==> src/rtl/eq_pkg.sv <==
// rtl/eq_pkg.sv - shared types, constants and saturation helper for the equalizer band sequencer
package eq_pkg;

    localparam int DW        = 16;
    localparam int GAIN_FRAC = 14;
    localparam logic [DW-1:0] UNITY_GAIN = DW'(1) << GAIN_FRAC;

    typedef enum logic [2:0] {
        IDLE  = 3'd0,
        START = 3'd1,
        WAIT  = 3'd2,
        MAC   = 3'd3,
        OUT   = 3'd4,
        WRITE = 3'd5
    } state_t;

    // Clamp a wide signed value into the signed DW-bit sample range.
    function automatic logic signed [DW-1:0] saturate(input logic signed [63:0] v);
        if (v > ((64'sd1 <<< (DW-1)) - 64'sd1)) begin
            saturate = {1'b0, {(DW-1){1'b1}}};
        end else if (v < -(64'sd1 <<< (DW-1))) begin
            saturate = {1'b1, {(DW-1){1'b0}}};
        end else begin
            saturate = v[DW-1:0];
        end
    endfunction

endpackage

==> src/rtl/eq_gain_regfile.sv <==
// rtl/eq_gain_regfile.sv - per-band gain registers, reset to unity, one write and one read port
module eq_gain_regfile #(
    parameter int NBANDS    = 8,
    parameter int DW        = eq_pkg::DW,
    parameter int GAIN_FRAC = eq_pkg::GAIN_FRAC
) (
    input  logic                        clk,
    input  logic                        rst_n,
    input  logic                        i_we,
    input  logic [$clog2(NBANDS)-1:0]   i_waddr,
    input  logic [DW-1:0]               i_wdata,
    input  logic [$clog2(NBANDS)-1:0]   i_raddr,
    output logic signed [DW-1:0]        o_rdata
);
    import eq_pkg::*;

    localparam logic [DW-1:0] RESET_GAIN = DW'(1) << GAIN_FRAC;

    logic [DW-1:0] r_gain [NBANDS];
    logic          w_addr_ok;

    // Addresses past the last band exist only when NBANDS is not a power of two; drop them.
    assign w_addr_ok = (int'(i_waddr) < NBANDS);

    // Gain storage: unity after reset, single write port.
    always_ff @(posedge clk or negedge rst_n) begin
        if (!rst_n) begin
            for (int i = 0; i < NBANDS; i++) begin
                r_gain[i] <= RESET_GAIN;
            end
        end else if (i_we && w_addr_ok) begin
            r_gain[i_waddr] <= i_wdata;
        end
    end

    assign o_rdata = r_gain[i_raddr];

endmodule

==> src/rtl/eq_band_sequencer.sv <==
// rtl/eq_band_sequencer.sv - per-sample band scheduler and gain mixer; optional bypass via EQ_SEQ_BYPASS_EN
module eq_band_sequencer #(
    parameter int NBANDS    = 8,
    parameter int DW        = eq_pkg::DW,
    parameter int GAIN_FRAC = eq_pkg::GAIN_FRAC,
    parameter int WAIT_MAX  = 255
) (
    input  logic                        clk,
    input  logic                        rst_n,
    input  logic                        sample_valid,
    input  logic [DW-1:0]               sample_in,
    input  logic                        gain_we,
    input  logic [$clog2(NBANDS)-1:0]   gain_addr,
    input  logic [DW-1:0]               gain_data,
    output logic                        filt_start,
    output logic [$clog2(NBANDS)-1:0]   filt_band,
    output logic [DW-1:0]               filt_in,
    input  logic                        filt_done,
    input  logic [DW-1:0]               filt_out,
    input  logic                        dacfifo_full,
`ifdef EQ_SEQ_BYPASS_EN
    input  logic                        bypass,
`endif
    output logic                        dacfifo_write,
    output logic [DW-1:0]               eq_out,
    output logic                        busy,
    output logic                        overrun,
    output logic                        timeout
);
    import eq_pkg::*;

    localparam int AW    = $clog2(NBANDS);
    localparam int ACC_W = 2*DW + AW;
    localparam int CW    = $clog2(WAIT_MAX + 1);

    state_t                     r_state;
    state_t                     w_state_next;
    logic                       r_filt_start;
    logic [AW-1:0]              r_band;
    logic [DW-1:0]              r_filt_in;
    logic signed [DW-1:0]       r_band_out;
    logic [CW-1:0]              r_wait_cnt;
    logic signed [ACC_W-1:0]    r_acc;
    logic [DW-1:0]              r_eq_out;
    logic                       r_overrun;
    logic                       r_timeout;

    logic                       w_bypass;
    logic                       w_fifo_write;
    logic                       w_wait_expired;
    logic                       w_last_band;
    logic signed [DW-1:0]       w_gain;
    logic signed [2*DW-1:0]     w_product;
    logic signed [ACC_W-1:0]    w_product_ext;
    logic signed [63:0]         w_acc_ext;
    logic signed [63:0]         w_acc_shifted;
    logic signed [DW-1:0]       w_sat;

`ifdef EQ_SEQ_BYPASS_EN
    assign w_bypass = bypass;
`else
    assign w_bypass = 1'b0;
`endif

    eq_gain_regfile #(
        .NBANDS    (NBANDS),
        .DW        (DW),
        .GAIN_FRAC (GAIN_FRAC)
    ) u_gain_regfile (
        .clk     (clk),
        .rst_n   (rst_n),
        .i_we    (gain_we),
        .i_waddr (gain_addr),
        .i_wdata (gain_data),
        .i_raddr (r_band),
        .o_rdata (w_gain)
    );

    // The last allowed WAIT cycle without a done is treated as a timed-out band.
    assign w_wait_expired = (r_state == WAIT) && !filt_done && (r_wait_cnt == CW'(WAIT_MAX - 1));
    assign w_last_band    = (r_band == AW'(NBANDS - 1));

    // Full-precision product, sign-extended to accumulator width; no saturation until OUT.
    assign w_product     = r_band_out * w_gain;
    assign w_product_ext = {{(ACC_W-2*DW){w_product[2*DW-1]}}, w_product};

    // Arithmetic shift drops the gain fraction (floor), then clamp to the sample range.
    assign w_acc_ext     = {{(64-ACC_W){r_acc[ACC_W-1]}}, r_acc};
    assign w_acc_shifted = w_acc_ext >>> GAIN_FRAC;
    assign w_sat         = saturate(w_acc_shifted);

    // State register.
    always_ff @(posedge clk or negedge rst_n) begin
        if (!rst_n) begin
            r_state <= IDLE;
        end else begin
            r_state <= w_state_next;
        end
    end

    // Next-state decode and FIFO push strobe.
    always_comb begin
        w_state_next = r_state;
        w_fifo_write = 1'b0;
        case (r_state)
            IDLE: begin
                if (sample_valid) begin
                    w_state_next = w_bypass ? WRITE : START;
                end
            end
            START: begin
                w_state_next = WAIT;
            end
            WAIT: begin
                if (filt_done || w_wait_expired) begin
                    w_state_next = MAC;
                end
            end
            MAC: begin
                w_state_next = w_last_band ? OUT : START;
            end
            OUT: begin
                w_state_next = WRITE;
            end
            WRITE: begin
                if (!dacfifo_full) begin
                    w_fifo_write = 1'b1;
                    w_state_next = IDLE;
                end
            end
            default: begin
                w_state_next = IDLE;
            end
        endcase
    end

    // Datapath: sample latch, band counter, wait timer, accumulator, result and sticky flags.
    always_ff @(posedge clk or negedge rst_n) begin
        if (!rst_n) begin
            r_filt_start <= 1'b0;
            r_band       <= '0;
            r_filt_in    <= '0;
            r_band_out   <= '0;
            r_wait_cnt   <= '0;
            r_acc        <= '0;
            r_eq_out     <= '0;
            r_overrun    <= 1'b0;
            r_timeout    <= 1'b0;
        end else begin
            r_filt_start <= (w_state_next == START);

            if (sample_valid && (r_state != IDLE)) begin
                r_overrun <= 1'b1;
            end

            case (r_state)
                IDLE: begin
                    if (sample_valid) begin
                        r_filt_in <= sample_in;
                        r_acc     <= '0;
                        r_band    <= '0;
                        if (w_bypass) begin
                            r_eq_out <= sample_in;
                        end
                    end
                end
                START: begin
                    r_wait_cnt <= '0;
                end
                WAIT: begin
                    if (filt_done) begin
                        r_band_out <= filt_out;
                    end else if (w_wait_expired) begin
                        r_band_out <= '0;
                        r_timeout  <= 1'b1;
                    end else begin
                        r_wait_cnt <= r_wait_cnt + CW'(1);
                    end
                end
                MAC: begin
                    r_acc <= r_acc + w_product_ext;
                    if (!w_last_band) begin
                        r_band <= r_band + AW'(1);
                    end
                end
                OUT: begin
                    r_eq_out <= w_sat;
                end
                default: begin
                end
            endcase
        end
    end

    assign filt_start    = r_filt_start;
    assign filt_band     = r_band;
    assign filt_in       = r_filt_in;
    assign dacfifo_write = w_fifo_write;
    assign eq_out        = r_eq_out;
    assign busy          = (r_state != IDLE);
    assign overrun       = r_overrun;
    assign timeout       = r_timeout;

endmodule

==> config.mk <==
export PLATFORM = sky130hd
export DESIGN_NAME = eq_band_sequencer
export DESIGN_NICKNAME = d
export VERILOG_FILES = /design/src/rtl/eq_pkg.sv /design/src/rtl/eq_gain_regfile.sv /design/src/rtl/eq_band_sequencer.sv
export SDC_FILE = /design/constraint.sdc
export NUM_CORES = 1
export LEC_CHECK = 0
export ABC_AREA = 1
export CELL_PAD_IN_SITES_DETAIL_PLACEMENT = 1
export CELL_PAD_IN_SITES_GLOBAL_PLACEMENT = 1
export CORE_MARGIN = 3
export CORE_UTILIZATION = 44
export DETAILED_ROUTE_END_ITERATION = 7
export GPL_ROUTABILITY_DRIVEN = 0
export PLACE_DENSITY_LB_ADDON = 0.1
export SKIP_LAST_GASP = 1
export SLEW_MARGIN = 20
export SYNTH_ARGS = -nofsm -noshare
export SYNTH_HDL_FRONTEND = slang
export SYNTH_HIERARCHICAL = 1
export SYNTH_SLANG_ARGS = --single-unit
==> constraint.sdc <==
create_clock -name clk -period 18 [get_ports clk]
set_input_delay 3.6 -clock clk [delete_from_list [all_inputs] [get_ports clk]]
set_output_delay 3.6 -clock clk [all_outputs]
set_load 0.01 [all_outputs]
==> summary.txt, run 1 <==
Critical path
  • Slowest CP cell: clkdlybuf4s50_1
  • Critical Path AT: 4.88 ns
  • Crit path max fanout: 2
  • CP cell instances: clkdlybuf4s50_1 > nor4_1 > clkdlybuf4s50_1
  • Critical R2R Capture: r_acc[34]
  • Crit. End Element: output pin
  • FF-to-FF Start: filt_band[0]
  • Kind of critical path: in2out
  • R2R depth: 30
  • Cell mode on critical path: clkdlybuf4s50_1
  • Worst Path Buf+Inv: 2
  • R2R setup slack: between 9 and 10 ns
  • WP data required: 14.40 ns
  • CP Launch Type: input port
  • Critical path's largest stage delay: just under 0.6 ns
  • Delay-heaviest family, CP: buffers and inverters

Global routing
  • Most Crowded Layer GR: met2
  • GRT Util Overall: 25.01%
  • Pin count of the biggest net entering global routing: 96
  • First-pass GRT wire length: between 100 and 150 mm
  • GRT met1 Usage: 37.61%
  • Vias in the first global route: 20610
  • Grt total ovfl: 0
  • Initial antenna violation count: 1
  • Met2 Use GR: between 30% and 40%
  • Met3 Use GR: 3.286%

Die
  • I/O pin total: 97
  • Row count: 83
  • Width of the chip: 234.8 um
  • Die footprint: 55150 um^2
  • Starting density of the core: 44.73%
  • Core area: ~50000 um^2
  • Chip height: ~230 um

Clock tree
  • # hold bufs at CTS: 0
  • Clk sinks: 228
  • CTS clk-pin slew, worst paths: 0.06 ns
  • Clock buffer depth: 3
  • Root buf cell: clkbuf_16
  • Cts bufs inserted: 27
  • CTS tree: done
  • H-tree depth: 1
  • Resized cells post-CTS: 0
  • Clock Latency Late Sink: 0.56 ns
  • Post-CTS setup buffers: 0

Timing
  • Slew headroom: a little under a quarter
  • Pin slew with the least headroom to its limit: 1.155 ns
  • Max Clk Rate: 0.1179 GHz
  • Unrepaired setup endpoints after global routing: false
  • Final Critical Period: 8.485 ns
  • Setup tns final: 0 ns
  • PnR worst setup slack: 9.515 ns
  • Final hold violations: 0
  • Final Cycle Share: 47.14%
  • Skew final: 0.01366 ns
  • Pins Over Slew Limit: 0
  • Final setup violation count: 0

Logic synthesis
  • EDFF count, synth: 0
  • Yosys reg bits: 228
  • Async SR Flop Fraction: 100.0%
  • Most common cell in the netlist: nand2_1
  • Top cell type's share of synthesized area: 26.94%
  • Synth top area cells: fa_1 27%, dfrtp_1 24%, nand2_1 15%
  • Synth area leader: fa_1
  • Register area share after synthesis: 24.81%
  • Count of cell types in the netlist: 50
  • Post-synth top flop: dfrtp_1
  • Syn Area/Cell: 7.742 um^2
  • Netlist Area Pre-Place: between 20000 and 25000 um^2
  • Top cells by count, synth: 911 x nand2_1, 742 x inv_1, 310 x fa_1
  • Net Count, Synth: around 3500
  • Yosys warns: 6
  • Post-Synthesis Cells: 2976

Detailed routing
  • TritonRoute pass-1 iters: 5
  • ANT nets after route: 0
  • Drt drc: 0
  • Via density: approximately 5.0
  • Mean routed wirelength per cell: 18.04 um
  • DRT iter0 DRCs: 960
  • Vias: 18460
  • Final WL: 66.62 mm

Placed design
  • PortBufs: 96
  • Hpwl dp: 51.63 mm
  • Placement Setup Slack: 9.516 ns

Cells and area
  • Layout area overhead: 10.04%
  • Share of cells above drive strength 1: 4.381%
  • Layout net count: 3467
  • Final Core Density: 49.22%

Hold path
  • Hold Path Origin: u_gain_regfile/r_gain[45]
  • Worst Hold Endpoint: u_gain_regfile/r_gain[45]
  • Worst hold-check path type: reg2reg
  • WHS Path Cells: 2

Run
  • Max cap viols: 0

Status
  • Status: finished clean
logic make-up (layout without fill, tap and decap cells):
group / count (synthesis) / in the layout / share of synthesized area (%)
fa+ha+maj: 418 / 418 / 32.80
mux: 16 / 16 / 0.8635
other cells: 0 / 1 / 0
flops: 228 / 228 / 24.81
buf+inv: 881 / 918 / 14.72
xor+xnor: 11 / 11 / 0.4181
simple gates: 1205 / 1205 / 21.39
compound gates: 217 / 217 / 5.002
tightest hold or removal path, cell delays in order (launching register included):
cell and delay (ns):
dfrtp_1 0.34, nand2_1 0.05, o21ai_0 0.06
sequential cells by signal, summed over array words and instances (netlist names):
signal / count
filt_start: 1
timeout: 1
r_acc: 35
r_wait_cnt: 8
overrun: 1
filt_in: 16
r_band_out: 16
filt_band: 3
u_gain_regfile/r_gain: 128
eq_out: 16
r_state: 3
layout make-up:
cell class                 instances  area (um^2)
antenna                            1        2.502
clock buffer                      41        798.3
clock inverter                     9        113.9
fill                            6363        26160
inverter                         754         2835
multi-input combinational       1867        13930
sequential                       228         5717
tap                              680        850.8
timing repair buffer             114         1101
worst max path at each step:
stage	start	to	slack, ns	cells after the start
2_1_floorplan	dacfifo_full	dacfifo_write	10.37	1
3_3_place_gp	dacfifo_full	dacfifo_write	9.51	3
3_5_place_dp	dacfifo_full	dacfifo_write	9.52	3
4_1_cts	dacfifo_full	dacfifo_write	9.49	3
5_1_grt	filt_band[0]	r_acc[34]	9.33	30
6_report	dacfifo_full	dacfifo_write	9.52	3
layer usage:
metal,wire (um),vias up
met5,0,-
met4,753,0
met1,32810,9427
met3,2964,54
met2,30100,292
li1,-,8685
layout by cell type (no fill, tap or decap), types with 6 or more instances in the layout:
cell             instances
dfrtp_1                219
clkbuf_8                 7
a21oi_1                 47
dfstp_2                  8
nor2_1                  84
nand4_1                  7
clkdlybuf4s50_1         95
buf_4                   18
nand2_2                 11
nand3_1                154
clkbuf_1                 7
xnor2_1                  6
ha_1                   108
inv_2                    9
inv_1                  742
nand2_1                911
nor2_2                   9
mux2_2                  10
clkbuf_16               27
o21ai_0                145
fa_1                   310
nand3b_1                 7
through the flow:
stage	cells	hold WS [ns]	area, um^2
2_1_floorplan	2976	0.4530	23040
3_3_place_gp	3643	0.4401	24440
3_5_place_dp	3643	0.4545	24440
4_1_cts	3693	0.4730	25350
5_1_grt	3693	0.4818	25350
6_report	3694	0.4824	25350
Power of run 1 is not shown: default switching activity piles up to over one toggle a cycle in this logic, so the estimate is an artifact.
==> run 2, diff against run 1 <==
==> constraint.sdc (replaced) <==
create_clock -name clk -period 8.45 [get_ports clk]
set_input_delay 1.69 -clock clk [delete_from_list [all_inputs] [get_ports clk]]
set_output_delay 1.69 -clock clk [all_outputs]
set_load 0.01 [all_outputs]
==> run 2 against run 1 <==
Net effect:
- non-clock buffer count is 4 higher
- register-to-register slack worse by 8.9 ns
- core utilization is 0.32 points higher
- critical path depth is 23 higher
- highest routed layer is now met5
- setup slack worse by 8.5 ns
==> summary.txt, run 2 (synthesis gave the netlist of run 1 again) <==
Status
  • Status: finished clean (unchanged)

Clock tree
  • Post-CTS setup buffers: 0 (unchanged)
  • Clock Latency Late Sink: 0.58 ns (was 0.56 ns)
  • Cts bufs inserted: 28 (was 27)
  • H-tree depth: 1 (unchanged)
  • # hold bufs at CTS: 0 (unchanged)
  • CTS tree: done (unchanged)
  • Resized cells post-CTS: 0 (unchanged)
  • Clk sinks: 228 (unchanged)
  • CTS clk-pin slew, worst paths: 0.06 ns (about the same)
  • Root buf cell: clkbuf_16 (unchanged)
  • Clock buffer depth: 3 (unchanged)

Cells and area
  • Commonest non-fill, non-tap cell in the layout: nand2_1 (unchanged)
  • Biggest register: u_gain_regfile/r_gain (unchanged)
  • Commonest non-fill, non-tap cells in the layout: 911 x nand2_1, 742 x inv_1, 310 x fa_1, 219 x dfrtp_1, 154 x nand3_1 (unchanged)
  • Largest regs: u_gain_regfile/r_gain (128), r_acc (35) (unchanged)
  • Max FFs per register: 128 (unchanged)
  • Share of cells above drive strength 1: 4.640% (was 4.381%)
  • Layout area overhead: 10.75% (was 10.04%)
  • Layout net count: 3472 (was 3467)

Global routing
  • Grt total ovfl: 0 (unchanged)
  • First-pass GRT wire length: 113.0 mm (was 111.7 mm)
  • Met3 Use GR: 4.472% (was 3.286%)
  • GRT met1 Usage: 37.82% (was 37.61%)
  • Most Crowded Layer GR: met2 (unchanged)
  • Met2 Use GR: 39.30% (was 39.89%)
  • GRT Util Overall: 25.37% (was 25.01%)
  • Vias in the first global route: 20740 (was 20610)
  • Pin count of the biggest net entering global routing: 161 (was 96)
  • Initial antenna violation count: 2 (was 1)

Placed design
  • PortBufs: 96 (unchanged)
  • Hpwl dp: 52.62 mm (was 51.63 mm)

Critical path
  • WP data required: 8.91 ns (was 14.40 ns)
  • Kind of critical path: reg2reg (was in2out)
  • Crit. End Element: flip-flop (was output pin)
  • Critical Path AT: 7.90 ns (was 4.88 ns)
  • Critical path's largest stage delay: 0.92 ns (was 0.58 ns)
  • CP Launch Type: flip-flop (was input port)
  • Slowest CP cell: fa_1 (was clkdlybuf4s50_1)
  • Delay-heaviest family, CP: adder cells (was buffers and inverters)
  • Cell mode on critical path: nand2_1 (was clkdlybuf4s50_1)
  • Worst Path Buf+Inv: 4 (was 2)
  • Crit path max fanout: 68 (was 2)

Timing
  • Max Clk Rate: 0.1345 GHz
  • Slew headroom: 30.01% (was 22.99%)
  • Setup tns final: 0 ns (unchanged)
  • Final Critical Period: roughly 7.4 ns
  • Skew final: 0.03119 ns (was 0.01366 ns)
  • Pin slew with the least headroom to its limit: 1.047 ns (was 1.155 ns)
  • Unrepaired setup endpoints after global routing: false (unchanged)
  • Final Cycle Share: 87.96%
  • Final hold violations: 0 (unchanged)
  • Pins Over Slew Limit: 0 (unchanged)
  • Final setup violation count: 0 (unchanged)

Die
  • Row count: 83 (unchanged)
  • Width of the chip: 234.8 um (unchanged)
  • Chip height: 234.8 um (unchanged)
  • Core area: 51510 um^2 (unchanged)
  • Die footprint: 55150 um^2 (unchanged)
  • I/O pin total: 97 (unchanged)
  • Starting density of the core: 44.73% (unchanged)

Detailed routing
  • Final WL: 67.87 mm (was 66.62 mm)
  • Mean routed wirelength per cell: 18.35 um (was 18.04 um)
  • Vias: 18680 (was 18460)
  • Drt drc: 0 (unchanged)
  • ANT nets after route: 0 (unchanged)
  • Via density: 5.051 (was 4.997)
  • TritonRoute pass-1 iters: 5 (unchanged)
  • DRT iter0 DRCs: 1051 (was 960)

Hold path
  • Worst hold-check path type: reg2reg (unchanged)

Run
  • Max cap viols: 0 (unchanged)
run 2: layer usage:
layer | wire, um | vias up
li1 | - | 8695
met1 | 33220 | 9526
met2 | 29800 | 374
met3 | 3544 | 80
met4 | 1282 | 2
met5 | 13 | -
run 2: final timing paths:
| kind | start | endpoint | slack [ns] | depth (start not counted) |
|---|---|---|---|---|
| hold reg to reg | overrun | overrun | 0.47 | 1 |
| setup reg to reg | filt_band[0] | r_acc[31] | 1.02 | 26 |
| setup / recovery | filt_band[0] | r_acc[31] | 1.02 | 26 |
| hold / removal | overrun | overrun | 0.47 | 1 |
| min in group asynchronous | rst_n | u_gain_regfile/r_gain[96] | 1.09 | 1 |
| max in group asynchronous | rst_n | r_acc[27] | 6.02 | 2 |
run 2: cell type report:
type	count	area, um^2
antenna	1	2.502
clock buffer	39	822.0
clock inverter	11	212.7
fill	6393	25990
inverter	754	2835
multi-input combinational	1867	13930
sequential	228	5717
tap	680	850.8
timing repair buffer	118	1144
run 2: metrics by stage:
step                instances  cell area (um^2)  utilization, %  hold WS, ns  setup WS (ns)
global placement         3647             24480           47.52       0.4395          1.156
finish                   3698             25520           49.54       0.4721          1.017
global route             3697             25510           49.53       0.5005         0.4795
CTS                      3697             25510           49.53       0.4791         0.9829
floorplan                2976             23040               -       0.4530          2.056
detailed placement       3647             24480           47.52       0.4561          1.022
Power of run 2 is left out for the same reason.
==> run 3, diff against run 2 <==
--- a/config.mk
+++ b/config.mk
@@ -14,7 +14,7 @@
 export GPL_ROUTABILITY_DRIVEN = 0
 export PLACE_DENSITY_LB_ADDON = 0.1
 export SKIP_LAST_GASP = 1
-export SLEW_MARGIN = 20
+export SLEW_MARGIN = 40
 export SYNTH_ARGS = -nofsm -noshare
 export SYNTH_HDL_FRONTEND = slang
 export SYNTH_HIERARCHICAL = 1
==> run 3 against run 2 <==
Net effect:
- setup slack got worse by 0.22 ns
- critical endpoint unchanged
- register-to-register slack got worse by 0.22 ns
- non-clock buffer count rose by 1
- critical path type unchanged
- first-iteration DRC count fell by 4.5%
==> summary.txt, run 3 (synthesis gave the netlist of run 1 again) <==
Critical path
  • Crit path max fanout: 44 (was 68)
  • Crit. End Element: flip-flop (unchanged)
  • WP data required: 8.92 ns (was 8.91 ns)
  • Kind of critical path: reg2reg (unchanged)
  • Critical Path AT: 8.12 ns (was 7.90 ns)
  • CP Launch Type: flip-flop (unchanged)

Global routing
  • Grt total ovfl: 0 (unchanged)
  • Initial antenna violation count: 2 (unchanged)
  • Pin count of the biggest net entering global routing: 99 (was 161)
  • First-pass GRT wire length: 113.2 mm (was 113.0 mm)
  • GRT Util Overall: 25.46% (was 25.37%)
  • Vias in the first global route: 20790 (was 20740)

Cells and area
  • # diodes: 0 (was 1)
  • Commonest non-fill, non-tap cell in the layout: nand2_1 (unchanged)
  • Multi-input gate area: 13950 um^2 (was 13930 um^2)
  • Layout area overhead: 10.79% (was 10.75%)
  • Sequential Area: 5720 um^2 (was 5717 um^2)
  • # fillers: 6370 (was 6393)
  • Max FFs per register: 128 (unchanged)
  • Layout Cells excl Fill: 3699 (was 3698)
  • Biggest register: u_gain_regfile/r_gain (unchanged)
  • Layout net count: 3473 (was 3472)
  • Commonest non-fill, non-tap cells in the layout: 907 x nand2_1, 741 x inv_1, 309 x fa_1, 216 x dfrtp_1, 154 x nand3_1 (was 911 x nand2_1, 742 x inv_1, 310 x fa_1, 219 x dfrtp_1, 154 x nand3_1)
  • Share of cells above drive strength 1: 4.902% (was 4.640%)
  • Largest regs: u_gain_regfile/r_gain (128), r_acc (35) (unchanged)

Timing
  • Final Cycle Share: 90.53% (was 87.96%)
  • Setup tns final: 0 ns (unchanged)
  • Max Clk Rate: 0.1307 GHz (was 0.1345 GHz)
  • Final hold violations: 0 (unchanged)
  • Unrepaired setup endpoints after global routing: false (unchanged)
  • Slew headroom: 43.26% (was 30.01%)
  • Final Critical Period: 7.649 ns (was 7.433 ns)
  • Pins Over Slew Limit: 0 (unchanged)
  • Skew final: 0.03623 ns (was 0.03119 ns)
  • Pin slew with the least headroom to its limit: 0.8459 ns (was 1.047 ns)
  • Final setup violation count: 0 (unchanged)

Die
  • Starting density of the core: 44.73% (unchanged)
  • Row count: 83 (unchanged)
  • I/O pin total: 97 (unchanged)
  • Die footprint: 55150 um^2 (unchanged)
  • Core area: 51510 um^2 (unchanged)
  • Width of the chip: 234.8 um (unchanged)
  • Chip height: 234.8 um (unchanged)

Clock tree
  • Root buf cell: clkbuf_16 (unchanged)
  • Clk sinks: 228 (unchanged)
  • Clock Latency Late Sink: 0.58 ns (about the same)
  • CTS tree: done (unchanged)
  • H-tree depth: 1 (unchanged)
  • Clock buffer depth: 3 (unchanged)
  • # hold bufs at CTS: 0 (unchanged)
  • Cts bufs inserted: 28 (unchanged)
  • CTS clk-pin slew, worst paths: 0.06 ns (about the same)
  • Resized cells post-CTS: 0 (unchanged)
  • Post-CTS setup buffers: 0 (unchanged)

Detailed routing
  • Mean routed wirelength per cell: 18.37 um (was 18.35 um)
  • Vias: 18560 (was 18680)
  • Drt drc: 0 (unchanged)
  • DRT iter0 DRCs: 1004 (was 1051)
  • ANT nets after route: 0 (unchanged)
  • Via density: 5.016 (was 5.051)
  • TritonRoute pass-1 iters: 5 (unchanged)
  • Final WL: 67.97 mm (was 67.87 mm)

Status
  • Status: finished clean (unchanged)

Placed design
  • Hpwl dp: 53.00 mm (was 52.62 mm)
  • PortBufs: 96 (unchanged)
  • Placed cell count: 3648 (was 3647)

Run
  • Max cap viols: 0 (unchanged)

Hold path
  • Worst hold-check path type: reg2reg (unchanged)
run 3: final timing paths:
check,end,slack (ns),startpoint,depth (start not counted)
worst max-delay path,r_acc[31],0.80,filt_band[0],27
worst min-delay path,overrun,0.47,overrun,1
worst max register to register,r_acc[31],0.80,filt_band[0],27
worst min register to register,overrun,0.47,overrun,1
max in group asynchronous,r_acc[27],6.08,rst_n,3
min in group asynchronous,u_gain_regfile/r_gain[96],1.09,rst_n,1
run 3: final cells by class:
type	instances	share of cell area, %
Multi-Input combinational cell	1867	54.67
Sequential cell	228	22.41
Inverter	754	11.11
Timing Repair Buffer	119	4.569
Tap cell	680	3.333
Clock buffer	40	3.157
Clock inverter	11	0.7451
run 3: stage by stage:
step	hold WS (ns)	setup WS, ns	cell area, um^2	util, %
after global placement	0.4395	1.156	24480	47.52
after CTS	0.4766	0.9406	25520	49.55
after global routing	0.5102	0.2895	25520	49.55
after detailed placement	0.4537	0.9924	24530	47.61
final	0.4721	0.8006	25520	49.55
after floorplan	0.4530	2.056	23040	-
run 3: routing by layer:
layer	wire (um)	track usage [%]	share of wire [%]	vias up
met4	1174	4.396	1.7	4
met3	3419	4.542	5.0	73
met5	27	0	0.040	-
li1	-	-	-	8685
met1	33170	37.78	49	9454
met2	30180	39.74	44	339
run 3: critical path: stages, from the launching register on:
cell      delay [ns]
dfrtp_2         0.37
clkinv_2        0.54
buf_4           0.44
nand2_1         0.08
nand3_1         0.06
nand2_1         0.10
nand2_1         0.05
nand2_1         0.49
nand2_1         0.19
fa_1            0.59
inv_1           0.06
fa_1            0.80
fa_1            0.53
fa_1            0.53
fa_1            0.50
inv_1           0.05
fa_1            0.50
inv_1           0.05
ha_1            0.40
nand2_1         0.16
nor2_1          0.27
nand2_1         0.14
nor2_1          0.11
nand2_1         0.12
nand2_1         0.09
nand2_1         0.05
nand3_1         0.12
nand2_1         0.08
Power of run 3 is left out for the same reason.
